--- config.mk ---
export PLATFORM = sky130hd
export DESIGN_NAME = program_counter
export DESIGN_NICKNAME = d
export VERILOG_FILES = /design/src/rtl/program_counter_pkg.sv /design/src/rtl/program_counter.sv
export SDC_FILE = /design/constraint.sdc
export NUM_CORES = 1
export LEC_CHECK = 0
export ABC_CLOCK_PERIOD_IN_PS = 1000
export CAP_MARGIN = 20
export CORE_MARGIN = 2
export CORE_UTILIZATION = 41
export CTS_BUF_LIST = sky130_fd_sc_hd__clkbuf_2 sky130_fd_sc_hd__clkbuf_4 sky130_fd_sc_hd__clkbuf_8
export DETAILED_ROUTE_END_ITERATION = 8
export PLACE_DENSITY = 0.8
export SYNTH_ARGS = -nofsm -noshare
export SYNTH_HDL_FRONTEND = slang
export SYNTH_SLANG_ARGS = --single-unit
--- constraint.sdc ---
create_clock -name clk -period 1 [get_ports clk]
set_clock_uncertainty 0.2 [all_clocks]
set_input_delay 0.15 -clock clk [delete_from_list [all_inputs] [get_ports clk]]
set_output_delay 0.15 -clock clk [all_outputs]
set_load 0.01 [all_outputs]
--- src/rtl/program_counter_pkg.sv ---
// Core-wide address constants and types shared by fetch, branch and exception logic.
package program_counter_pkg;

    localparam int XLEN = 32;
    localparam logic [XLEN-1:0] RESET_VECTOR = 32'h0000_0000;

    typedef logic [XLEN-1:0] addr_t;

endpackage

--- src/rtl/program_counter.sv ---
// Architectural PC register: loads next_pc each rising edge unless stalled by no_update.
module program_counter
    import program_counter_pkg::*;
#(
    parameter int              PC_W     = XLEN,
    parameter logic [PC_W-1:0] PC_RESET = RESET_VECTOR
) (
    input  logic            clk,
    input  logic            reset,
    input  logic [PC_W-1:0] next_pc,
    input  logic            no_update,
    output logic [PC_W-1:0] instr_addr
);

    logic [PC_W-1:0] pc_q;

    // Stored verbatim: alignment traps and wrap-around belong to the caller.
    always_ff @(posedge clk or negedge reset) begin
        if (!reset) begin
            pc_q <= PC_RESET;
        end else if (!no_update) begin
            pc_q <= next_pc;
        end
    end

    assign instr_addr = pc_q;

endmodule

==> out/metrics.csv <==
metric;value;unit
grt_max_degree;33;
synth_top_family_by_area;multiplexers;
cp_max_fo;2;
final_cell_mix;33 x clkdlybuf4s50_1, 32 x dfrtp_1, 31 x mux2_4, 28 x buf_2, 12 x buf_6;
core;3080;µm²
layout_commonest_cell;clkdlybuf4s50_1;
rr_worst_depth;2;
dp_hpwl;2060;µm
fin_area;2120;µm²
synth-seq-cells;32;
hold_violations;32;
period_share;1.23;
r2r_end;instr_addr[11];
power.switching;0.770;mW
tns;-7400;ps
cp_num_buf_inv;1;
yosysUniqueCellTypes;5;
yosysWarnings;0;
crit_arrival;880;ps
gp_congestion;0.741;
syn_inst;68;
portBuffers;66;
seq_area_frac_synth;0.595;
swShare;0.237;
grt_pass1_wl;4470;µm
syn_avg_cell_area;19.8;µm²
drtIter0Drc;22;
nNetsFinal;188;
synthesis.area;1350;µm²
clock_sinks;32;
synth_fa_ha_area_frac;0;
setup_violations;44;
netlist.top_cell.by_area;dfrtp_1;
ys_top_cells_by_area;dfrtp_1 60%, mux2_4 33%, buf_12 4.5%;
hold_class;in -> async;
crit_family;flip-flops;
relSlewSlack;0.882;
dp_cells;181;
dieArea;3750;µm²
p_clk_frac;0.304;
fin_util;0.690;
yosys.area_share.xor_xnor;0;
grt-ovfl-total;0;
setup.worst_path.end_class;output pin;
powerDensity;1530;nW/µm²
syn_nets;103;
path_cells;buf_6;
areaGrowthSynthToFinish;57.9;%
finalMaxSlewViolations;0;
leakagePower;1.05;nW
die_w;61.3;µm
pwr-share-seq;0.461;
status;complete, but fails checks;
endpoint;instr_addr[13];
p_int;2.48;mW
multi_input_area;477;µm²
ant_nets;0;
cts_tree;yes;
drt-total-wl;2950;µm
crit_cells;1;
peakVddDrop;1070;µV
rows;20;
synth_mux_area_frac;0.352;
fillers;237;
worst_pin_slew;177;ps
synth_compound_area_frac;0;
worst_slack;-227;ps
critPathLaunch;instr_addr[13];
die_h;61.3;µm
first_pass_iters;2;
synthSimpleGateAreaFrac;0;
synth_top_area_frac;0.595;
wire_per_inst;14.9;µm
clkTransAtPathRegs;110;ps
power_frac_comb;0.235;
io_pins;67;
num_antenna_cells;0;
cts_buffers;5;
clock_path_buffers;2;
drc_errors;0;
fmax;0.815;GHz
clock_latency;320;ps
finalNonFillerCells;198;
drive_gt1_frac;0.578;
place_area;2070;µm²
grt_usage;0.167;
seq_area;801;µm²
holdWs;-15.3;ps
total_power;3.25;mW
cap_violations;0;
start_util;0.437;
htreeDepth;2;
viasPerCell;4.48;
fin_crit;1230;ps
vias;888;
antenna_found_initial;0;
path_class;reg -> out;
r2r_setup_slack;-100;ps
largest_reg_flops;32;
start_kind;flop;
cp.required;650;ps
violations;negative hold slack, negative setup slack;
cts-root-buf;clkbuf_4;
grt_setup_unrepaired;true;
max_stage_delay;420;ps
grt_pass1_vias;943;
r2r_start;instr_addr[11];
cpMaxStageDelayCell;dfrtp_1;
-- repair_timing --
action                                  CTS  global route
endpoints found under the setup margin   35            43
endpoints found under the hold margin    32            32
cloned                                    0             0
gates resized for setup                 129            12
buffers inserted                         10             6
pin swaps                                 0             0
-- how the worst min path moves through the flow --
stage,cells past startpoint,slack (ps),endpoint,startpoint
after detailed placement,1,290,instr_addr[28],instr_addr[28]
after global placement,1,290,instr_addr[5],instr_addr[5]
after floorplan,0,-350,instr_addr[0],reset
after CTS,2,-10,instr_addr[18],reset
after global routing,2,-20,instr_addr[18],reset
final,2,-20,instr_addr[10],reset
-- layout make-up --
cell class	count	share of cell area
timing repair buffer	82	0.335
clock inverter	2	0.0165
tap	44	0.0259
multi-input combinational	32	0.225
clock buffer	6	0.0212
sequential	32	0.377
-- metrics by stage --
step | hold WS (ps) | worst slack, ps
global route | -21.6 | -273
floorplan | -346 | -10.3
global placement | 291 | -241
CTS | -12.9 | -233
detailed placement | 291 | -253
finish | -15.3 | -227
-- power groups by stage --
stage | registers (mW) | clock network, mW | logic, mW
6_report | 1.50 | 0.991 | 0.764
5_1_grt | 1.51 | 1.09 | 0.814
3_5_place_dp | 1.52 | 0 | 0.798
2_1_floorplan | 1.58 | 0 | 0.270
4_1_cts | 1.49 | 1.01 | 0.728
3_3_place_gp | 1.51 | 0 | 0.786
-- cells by family (layout without fill, tap and decap cells) --
group	count (synthesis)	count (layout)
buf+inv	4	90
mux	32	32
flops	32	32
-- layer usage --
layer / part of all wire / wire length, µm / up-vias / GRT usage
met5: 0 / 0 / - / 0
met4: 0.0085 / 25 / 0 / 0.0559
met3: 0.085 / 252 / 5 / 0.0672
met2: 0.52 / 1530 / 36 / 0.274
met1: 0.39 / 1150 / 444 / 0.200
li1: - / - / 403 / -
-- Yosys cell counts --
library cell / n
dfrtp_1: 32
mux2_4: 30
buf_12: 3
mux2_2: 2
buf_6: 1
Power figures use the tool's default switching activity.
